<file path="config.mk">
export PLATFORM = sky130hd
export DESIGN_NAME = cpu_mem_loader
export DESIGN_NICKNAME = d
export VERILOG_FILES = /design/src/rtl/cpu_mem_loader.sv
export SDC_FILE = /design/constraint.sdc
export NUM_CORES = 1
export LEC_CHECK = 0
export CORE_MARGIN = 2
export CORE_UTILIZATION = 30
export DETAILED_ROUTE_END_ITERATION = 8
export SKIP_CTS_REPAIR_TIMING = 1
export SYNTH_ARGS = -nofsm -noshare
export SYNTH_HDL_FRONTEND = slang
export SYNTH_SLANG_ARGS = --single-unit
</file>
<file path="constraint.sdc">
create_clock -name clk -period 9.05 [get_ports clk]
set_input_delay 2.2625 -clock clk [delete_from_list [all_inputs] [get_ports clk]]
set_output_delay 2.2625 -clock clk [all_outputs]
set_load 0.005 [all_outputs]
</file>
<file path="src/rtl/cpu_mem_loader.sv">
`default_nettype none
// ============================================================================
// Module   : cpu_mem_loader
// Purpose  : Host-side master for the CPU external memory ports. Takes a
//            32-bit header/payload word stream, writes program words (IMEM,
//            *_ext) and data words (DMEM, *_ext_2), reads DMEM back onto an
//            output stream, and enables the CPU for a bounded run.
// Options  : LOADER_CHECKSUM_EN - when defined, every write burst returns the
//            mod-2^32 sum of its payload words as one status word.
// Ports    : clk, arst_n (sync, active-low)
//            s_valid/s_ready/s_data   : command + payload input stream
//            m_valid/m_ready/m_data   : readback / status output stream
//            busy                     : loader not idle
//            cpu_enable               : CPU run enable
//            addr_ext/wen_ext/ren_ext/wdata_ext/rdata_ext           : IMEM
//            addr_ext_2/wen_ext_2/ren_ext_2/wdata_ext_2/rdata_ext_2 : DMEM
// Header   : [31:30] cmd (00 WR_IMEM, 01 WR_DMEM, 10 RD_DMEM, 11 RUN)
//            [29:16] N word/cycle count, [15:0] base word index
// Revision : 1.0 - initial release
// ============================================================================
module cpu_mem_loader #(
  parameter int unsigned ADDR_STEP = 4,
  parameter int unsigned RD_LAT    = 1
) (
  input  logic        clk,
  input  logic        arst_n,
  input  logic        s_valid,
  output logic        s_ready,
  input  logic [31:0] s_data,
  output logic        m_valid,
  input  logic        m_ready,
  output logic [31:0] m_data,
  output logic        busy,
  output logic        cpu_enable,
  output logic [31:0] addr_ext,
  output logic        wen_ext,
  output logic        ren_ext,
  output logic [31:0] wdata_ext,
  input  logic [31:0] rdata_ext,
  output logic [31:0] addr_ext_2,
  output logic        wen_ext_2,
  output logic        ren_ext_2,
  output logic [31:0] wdata_ext_2,
  input  logic [31:0] rdata_ext_2
);

  localparam logic [2:0] c_IDLE     = 3'd0;
  localparam logic [2:0] c_WR       = 3'd1;
  localparam logic [2:0] c_RD_ISSUE = 3'd2;
  localparam logic [2:0] c_RD_WAIT  = 3'd3;
  localparam logic [2:0] c_RD_SEND  = 3'd4;
  localparam logic [2:0] c_RUN      = 3'd5;
  localparam logic [2:0] c_STAT     = 3'd6;

  localparam logic [1:0] c_CMD_WR_IMEM = 2'b00;
  localparam logic [1:0] c_CMD_WR_DMEM = 2'b01;
  localparam logic [1:0] c_CMD_RD_DMEM = 2'b10;
  localparam logic [1:0] c_CMD_RUN     = 2'b11;

  localparam logic [1:0]  c_LAT_LAST = 2'(RD_LAT - 1);
  localparam logic [31:0] c_RUN_TAG  = 32'h600D_0000;

  logic [2:0]  state_q, state_d;
  logic        sel_dmem_q, sel_dmem_d;
  logic [13:0] n_q, n_d;
  logic [13:0] i_q, i_d;
  logic [15:0] base_q, base_d;
  logic [1:0]  lat_q, lat_d;
  logic [31:0] addr_q, addr_d;
  logic [31:0] wdata_q, wdata_d;
  logic        wen_q, wen_d;
  logic [31:0] addr2_q, addr2_d;
  logic [31:0] wdata2_q, wdata2_d;
  logic        wen2_q, wen2_d;
  logic [31:0] mdata_q, mdata_d;
`ifdef LOADER_CHECKSUM_EN
  logic [31:0] sum_q, sum_d;
`endif

  logic [13:0] w_i_inc;
  logic        w_last;
  logic        w_unused_rdata;

  assign w_i_inc = i_q + 14'd1;
  assign w_last  = (w_i_inc == n_q);

  // IMEM read data is reserved; folded into a sink so it is visibly consumed.
  assign w_unused_rdata = ^rdata_ext;

  // Word index wraps silently at 16 bits before scaling to a byte address.
  function automatic logic [31:0] word_addr(input logic [15:0] base,
                                            input logic [13:0] idx);
    logic [15:0] w_idx;
    w_idx = base + {2'b00, idx};
    return {16'h0000, w_idx} * ADDR_STEP;
  endfunction

  // --------------------------------------------------------------------------
  // State and datapath registers
  // --------------------------------------------------------------------------
  always_ff @(posedge clk) begin
    if (!arst_n) begin
      state_q    <= c_IDLE;
      sel_dmem_q <= 1'b0;
      n_q        <= '0;
      i_q        <= '0;
      base_q     <= '0;
      lat_q      <= '0;
      addr_q     <= '0;
      wdata_q    <= '0;
      wen_q      <= 1'b0;
      addr2_q    <= '0;
      wdata2_q   <= '0;
      wen2_q     <= 1'b0;
      mdata_q    <= '0;
`ifdef LOADER_CHECKSUM_EN
      sum_q      <= '0;
`endif
    end else begin
      state_q    <= state_d;
      sel_dmem_q <= sel_dmem_d;
      n_q        <= n_d;
      i_q        <= i_d;
      base_q     <= base_d;
      lat_q      <= lat_d;
      addr_q     <= addr_d;
      wdata_q    <= wdata_d;
      wen_q      <= wen_d;
      addr2_q    <= addr2_d;
      wdata2_q   <= wdata2_d;
      wen2_q     <= wen2_d;
      mdata_q    <= mdata_d;
`ifdef LOADER_CHECKSUM_EN
      sum_q      <= sum_d;
`endif
    end
  end

  // --------------------------------------------------------------------------
  // Next-state and datapath logic
  // --------------------------------------------------------------------------
  always_comb begin
    state_d    = state_q;
    sel_dmem_d = sel_dmem_q;
    n_d        = n_q;
    i_d        = i_q;
    base_d     = base_q;
    lat_d      = lat_q;
    addr_d     = addr_q;
    wdata_d    = wdata_q;
    wen_d      = 1'b0;
    addr2_d    = addr2_q;
    wdata2_d   = wdata2_q;
    wen2_d     = 1'b0;
    mdata_d    = mdata_q;
`ifdef LOADER_CHECKSUM_EN
    sum_d      = sum_q;
`endif

    case (state_q)
      c_IDLE: begin
        if (s_valid) begin
          sel_dmem_d = s_data[30];
          n_d        = s_data[29:16];
          base_d     = s_data[15:0];
          i_d        = '0;
`ifdef LOADER_CHECKSUM_EN
          sum_d      = '0;
`endif
          // A zero count is a no-op for every command.
          if (s_data[29:16] != 14'd0) begin
            case (s_data[31:30])
              c_CMD_WR_IMEM, c_CMD_WR_DMEM: state_d = c_WR;
              c_CMD_RD_DMEM: begin
                state_d = c_RD_ISSUE;
                addr2_d = word_addr(s_data[15:0], 14'd0);
              end
              c_CMD_RUN: state_d = c_RUN;
              default: state_d = c_IDLE;
            endcase
          end
        end
      end

      c_WR: begin
        if (s_valid) begin
          if (sel_dmem_q) begin
            addr2_d  = word_addr(base_q, i_q);
            wdata2_d = s_data;
            wen2_d   = 1'b1;
          end else begin
            addr_d   = word_addr(base_q, i_q);
            wdata_d  = s_data;
            wen_d    = 1'b1;
          end
          i_d = w_i_inc;
`ifdef LOADER_CHECKSUM_EN
          sum_d = sum_q + s_data;
          if (w_last) begin
            state_d = c_STAT;
            mdata_d = sum_q + s_data;
          end
`else
          if (w_last) begin
            state_d = c_IDLE;
          end
`endif
        end
      end

      c_RD_ISSUE: begin
        state_d = c_RD_WAIT;
        lat_d   = '0;
      end

      // lat_q counts cycles since the read strobe; data is valid when it
      // reaches RD_LAT-1.
      c_RD_WAIT: begin
        if (lat_q == c_LAT_LAST) begin
          mdata_d = rdata_ext_2;
          state_d = c_RD_SEND;
        end else begin
          lat_d = lat_q + 2'd1;
        end
      end

      c_RD_SEND: begin
        if (m_ready) begin
          if (w_last) begin
            state_d = c_IDLE;
          end else begin
            i_d     = w_i_inc;
            addr2_d = word_addr(base_q, w_i_inc);
            state_d = c_RD_ISSUE;
          end
        end
      end

      c_RUN: begin
        i_d = w_i_inc;
        if (w_last) begin
          mdata_d = c_RUN_TAG | {18'b0, n_q};
          state_d = c_STAT;
        end
      end

      c_STAT: begin
        if (m_ready) begin
          state_d = c_IDLE;
        end
      end

      default: state_d = c_IDLE;
    endcase
  end

  // --------------------------------------------------------------------------
  // State-decoded outputs
  // --------------------------------------------------------------------------
  always_comb begin
    s_ready    = 1'b0;
    m_valid    = 1'b0;
    busy       = 1'b1;
    cpu_enable = 1'b0;
    ren_ext_2  = 1'b0;
    case (state_q)
      c_IDLE: begin
        s_ready = 1'b1;
        busy    = 1'b0;
      end
      c_WR:               s_ready    = 1'b1;
      c_RD_ISSUE:         ren_ext_2  = 1'b1;
      c_RD_SEND, c_STAT:  m_valid    = 1'b1;
      c_RUN:              cpu_enable = 1'b1;
      default: ;
    endcase
  end

  assign ren_ext     = 1'b0;
  assign addr_ext    = addr_q;
  assign wdata_ext   = wdata_q;
  assign wen_ext     = wen_q;
  assign addr_ext_2  = addr2_q;
  assign wdata_ext_2 = wdata2_q;
  assign wen_ext_2   = wen2_q;
  assign m_data      = mdata_q;

endmodule
`default_nettype wire
</file>
[Word-level counts from Yosys, hierarchy flattened]
Cells that the tools add are included.
Storage, ports and cells
  word-level logic and storage cells: 96
  register bits: 196
  output and inout bits: 168
  input bits: 100
Operators by class
  add/sub/neg operators: 4
  reduce and logical (&&, ||, !) cells: 20
  bitwise operators: 1
  muxes and demuxes: 36
  eq/ne operators: 22
Operators with widths (number)
  32-bit two-way mux: 9
  32-bit case mux with 3 select lines: 1
  32-bit case mux with 2 select lines: 1
  14-bit two-way mux: 4
  14-bit case mux with 4 select lines: 1
  16-bit by 14-bit adder with 16-bit output: 2
  3-bit two-way mux: 8
  2-bit != test, second input constant: 11
  3-bit case mux with 7 select lines: 1
  8-bit AND reduction: 2
  14-bit by 1-bit adder with 14-bit output, second input constant: 1
  14-bit equality test: 1
  14-bit nonzero test: 1
  3-bit AND reduction: 4
  3-bit equality test, second input constant: 3
  3-bit case mux with 3 select lines: 1
  1-bit two-way mux: 7
  3-bit by 2-bit equality test with 1-bit output, second input constant: 2
  2-bit OR reduction: 3
  5-bit AND reduction: 1
  2-bit equality test, second input constant: 2
  2-bit logical NOT: 2
  2-bit two-way mux: 2
  2-bit case mux with 2 select lines: 1
  other kinds (10): 12

[Longest topological paths before layout]
  depth in word-level cells: 6
  gate-level depth with buffers: 14
  gate-level depth less buffers: 13

[Worst setup path before layout]
Ideal clock, no wire load.
  kind: input to register
  start: in s_data[27]
  end: reg state_q[1]
  path buffers: 0
  stages: 7
  required time: 8.929 ns
  data arrival time: 3.661 ns
  slack: 5.268 ns
  setup time: 0.121 ns
  cell sequence: or4_1 nor4_1 nand2b_1 o21ba_2 o311ai_0 nand2b_1 a31oi_1
On the way
  longest elaborated chain between the ends: 3
RTL lines
  from (decl): RTL line 29  | input logic [31:0] s_data,
  14-bit nonzero test: RTL line 171  | if (s_data[29:16] != 14'd0) begin
  2-bit != test (no source line)
  8-bit AND reduction (no source line)
  to (signal assigned): RTL line 103  | state_q <= c_IDLE;
  to (signal assigned): RTL line 120  | state_q <= state_d;
  to (decl): RTL line 63  | logic [2:0] state_q, state_d;
Every way passes these cells.
A chain may end at the register's enable or synchronous reset.

[Worst setup path in the final report]
  start: reg state_q[0]
  end: out cpu_enable
On the way
  longest elaborated chain between the ends: 2
RTL lines
  3-bit equality test: RTL line 266  | case (state_q)
  1-bit two-way mux: RTL line 266
  to (decl): RTL line 34  | output logic cpu_enable,
Every way passes these cells.

==> impl_metrics.json <==
{
  "setup_viol": 0,
  "io_buffers": 202,
  "rsz0062_at_grt": "false",
  "core-area_sq_um": 31500,
  "critPathLaunch": "state_q[0]$_SDFFE_PN0P_",
  "p_sw_mw": 0.647,
  "seq_area_sq_um": 3600,
  "intPower_mw": 1.42,
  "fill_cells": 3186,
  "die_x_microns": 182,
  "gp_congestion": 0.864,
  "dieArea_sq_um": 33300,
  "regToRegStartpoint": "i_q[0]$_SDFFE_PN0P_",
  "ys_ff_latch": 180,
  "p_total_mw": 2.07,
  "cpPeakStageDelay_ns": 0.67,
  "nNetsFinal": 1479,
  "numClockSinks": 180,
  "synthArstFlopShare": 0,
  "syn_avg_cell_area_sq_um": 7.97,
  "r2r_cells": 9,
  "p_clk_frac": 0.365,
  "hpwlAfterDp_microns": 21900,
  "reg2reg_slack_ns": 5.05,
  "final_util": 0.389,
  "grt.total_usage": 0.182,
  "antenna_found_initial": 0,
  "finalWorstPathRequiredPeriod_ns": 5.33,
  "cp-start-kind": "flop",
  "crit_path_max_fanout": 19,
  "syn_to_final_growth_pct": 28.3,
  "grt_pass1_wl_microns": 47700,
  "clockBufferDepth": 2,
  "cts-htree-levels": 4,
  "tns_ns": 0,
  "hp-class": "flop to flop",
  "synth_area_leaders": "dfxtp_1 (38%), nand2_1 (10%), a21oi_1 (7.2%)",
  "synth-edff-count": 0,
  "crit_slowest_cell": "dfxtp_1",
  "synthCells": 1198,
  "multiInputGateArea_sq_um": 5380,
  "final_common_cell": "nand2_1",
  "clk_latency_ns": 0.46,
  "power_density_nw_per_um2": 169,
  "synth.largest_area_cell": "dfxtp_1",
  "final_cell_mix": "nand2_1 (262), clkdlybuf4s50_1 (202), dfxtp_1 (180), a21oi_1 (138), nor2_1 (65)",
  "syn_area_sq_um": 9540,
  "vias": 9043,
  "grt_pass1_vias": 8372,
  "maxCapViolCount": 0,
  "path_cells": "nor2b_1, nand2_1, inv_1, clkdlybuf4s50_1",
  "timing.final.hold_violations": 0,
  "clkSlewWorstSetupHoldPaths_ns": 0.07,
  "status": "complete, no violations",
  "fin_crit_sh": 0.589,
  "drtPass1Iterations": 4,
  "cts_made_buffers": 17,
  "design_area_sq_um": 12200,
  "critPathCapture": "cpu_enable",
  "final.setup_skew_ns": 0.0217,
  "vias_per_cell": 5.14,
  "drc": 0,
  "wl_microns": 30400,
  "fmax_ghz": 0.188,
  "slew-limit-headroom": 0.250,
  "min_path_cells": 2,
  "p_sw_frac": 0.313,
  "n_antenna_cell": 0,
  "total_leakage_power_nw": 4.49,
  "post_dp_cell_area_sq_um": 11700,
  "arrival_ns": 3.07,
  "ir_worst_vdd_mv": 0.127,
  "grt_max_degree": 56,
  "worst-setup-path-type": "flop to output port",
  "die_h_microns": 182,
  "design.portCount": 268,
  "end_kind": "output port",
  "required_ns": 6.79,
  "start_util": 0.303,
  "ys_seq_area_frac": 0.378,
  "first_iter_violations": 645,
  "p_comb_frac": 0.204,
  "r2r_end": "i_q[3]$_SDFFE_PN0P_",
  "rows": 65,
  "antenna_left": 0,
  "grt_overflow": 0,
  "seq_power_share": 0.431,
  "synth_top_cell_area_share": 0.378,
  "drive_above_1_share": 0.0582,
  "cts-root-buf": "clkbuf_16",
  "yosys_warnings": 0,
  "synth_top_flop_cell": "dfxtp_1",
  "slew_violations": 0,
  "tightest_slew_ns": 1.12,
  "cts_tree": "yes",
  "synth_cell_types": 83,
  "routedWlPerCell_microns": 17.3
}
stage by stage:
| step | setup slack [ns] | hold slack [ns] | std cells |
|---|---|---|---|
| after floorplan | 5.27 | 0.449 | 1230 |
| after global placement | 3.83 | 0.442 | 1727 |
| after detailed placement | 3.76 | 0.446 | 1727 |
| after CTS | 3.73 | 0.455 | 1759 |
| after global routing | 3.52 | 0.472 | 1759 |
| final | 3.72 | 0.452 | 1759 |
cell usage after synthesis (6+ instances only):
master and count:
nand2_1 262, dfxtp_1 180, a21oi_1 138, nor2_1 66, clkbuf_1 60, buf_4 38, o21ai_0 36, ha_1 33
nor3_1 30, xnor2_1 30, a211oi_1 23, inv_1 22, nand3_1 22, xor2_1 18, a32o_1 14, mux2i_1 12
o211ai_1 11, a211oi_2 10, and3_1 10, buf_2 10, nor4_1 10, a22oi_1 9, nand2b_1 8, a31oi_1 7
and2_1 7, o21a_1 7, o21ai_1 7, a21o_1 6, a221oi_1 6, buf_1 6, or3_1 6
sequential cells by signal, summed over array words and instances (netlist names):
| signal | cells |
|---|---|
| wen_ext | 1 |
| state_q | 3 |
| m_data | 32 |
| i_q | 14 |
| wdata_ext | 32 |
| lat_q | 2 |
| n_q | 14 |
| base_q | 16 |
| sel_dmem_q | 1 |
| addr_ext_2 | 16 |
| wdata_ext_2 | 32 |
| addr_ext | 16 |
| wen_ext_2 | 1 |
worst min path at each step:
stage | start | to | slack, ns
6_report | wdata_ext_2[18]$_SDFFE_PN0P_ | wdata_ext_2[18]$_SDFFE_PN0P_ | 0.45
5_1_grt | wdata_ext_2[29]$_SDFFE_PN0P_ | wdata_ext_2[29]$_SDFFE_PN0P_ | 0.47
3_3_place_gp | wdata_ext[4]$_SDFFE_PN0P_ | wdata_ext[4]$_SDFFE_PN0P_ | 0.44
3_5_place_dp | addr_ext[16]$_SDFFE_PN0P_ | addr_ext[16]$_SDFFE_PN0P_ | 0.45
2_1_floorplan | n_q[5]$_SDFFE_PN0P_ | n_q[5]$_SDFFE_PN0P_ | 0.45
4_1_cts | wdata_ext[28]$_SDFFE_PN0P_ | wdata_ext[28]$_SDFFE_PN0P_ | 0.46
critical path, delay by kind of cell, from the launching register on:
family / cells / cell delay, ns
AND/OR/NAND/NOR: 2 / 1.04
buffers and inverters: 2 / 0.89
flip-flops: 1 / 0.67
final cells by class:
type | instances | area share
clock buffer | 19 | 0.0362
clock inverter | 13 | 0.0113
inverter | 22 | 0.00695
multi-input combinational | 912 | 0.439
sequential | 180 | 0.294
tap | 402 | 0.0411
timing repair buffer | 211 | 0.171
cells by family (layout without fill, tap and decap cells):
| family | count (synthesis) | after routing | synth area share |
|---|---|---|---|
| compound gates | 322 | 322 | 0.224 |
| xor+xnor | 50 | 50 | 0.0481 |
| fa+ha+maj | 35 | 35 | 0.0475 |
| buf+inv | 138 | 265 | 0.0721 |
| flops | 180 | 180 | 0.378 |
| mux | 12 | 12 | 0.0126 |
| other cells | 1 | 33 | 0.000393 |
| simple gates | 460 | 460 | 0.218 |
per-layer routing:
metal  global-route usage  wire length [microns]  vias to the layer above
met5                    0                      0                        -
met4               0.0452                    378                        0
met3               0.0525                   2130                       24
met2                0.286                  13700                      284
met1                0.245                  14200                     4305
li1                     -                      -                     4430
power groups by stage:
| stage | Combinational [mW] | Sequential, mW | Clock, mW |
|---|---|---|---|
| after floorplan | 0.262 | 0.888 | 0 |
| after global placement | 0.417 | 0.908 | 0 |
| after detailed placement | 0.419 | 0.909 | 0 |
| after CTS | 0.422 | 0.891 | 0.776 |
| after global routing | 0.466 | 0.899 | 0.807 |
| final | 0.421 | 0.892 | 0.755 |
Power figures use the tool's default switching activity.
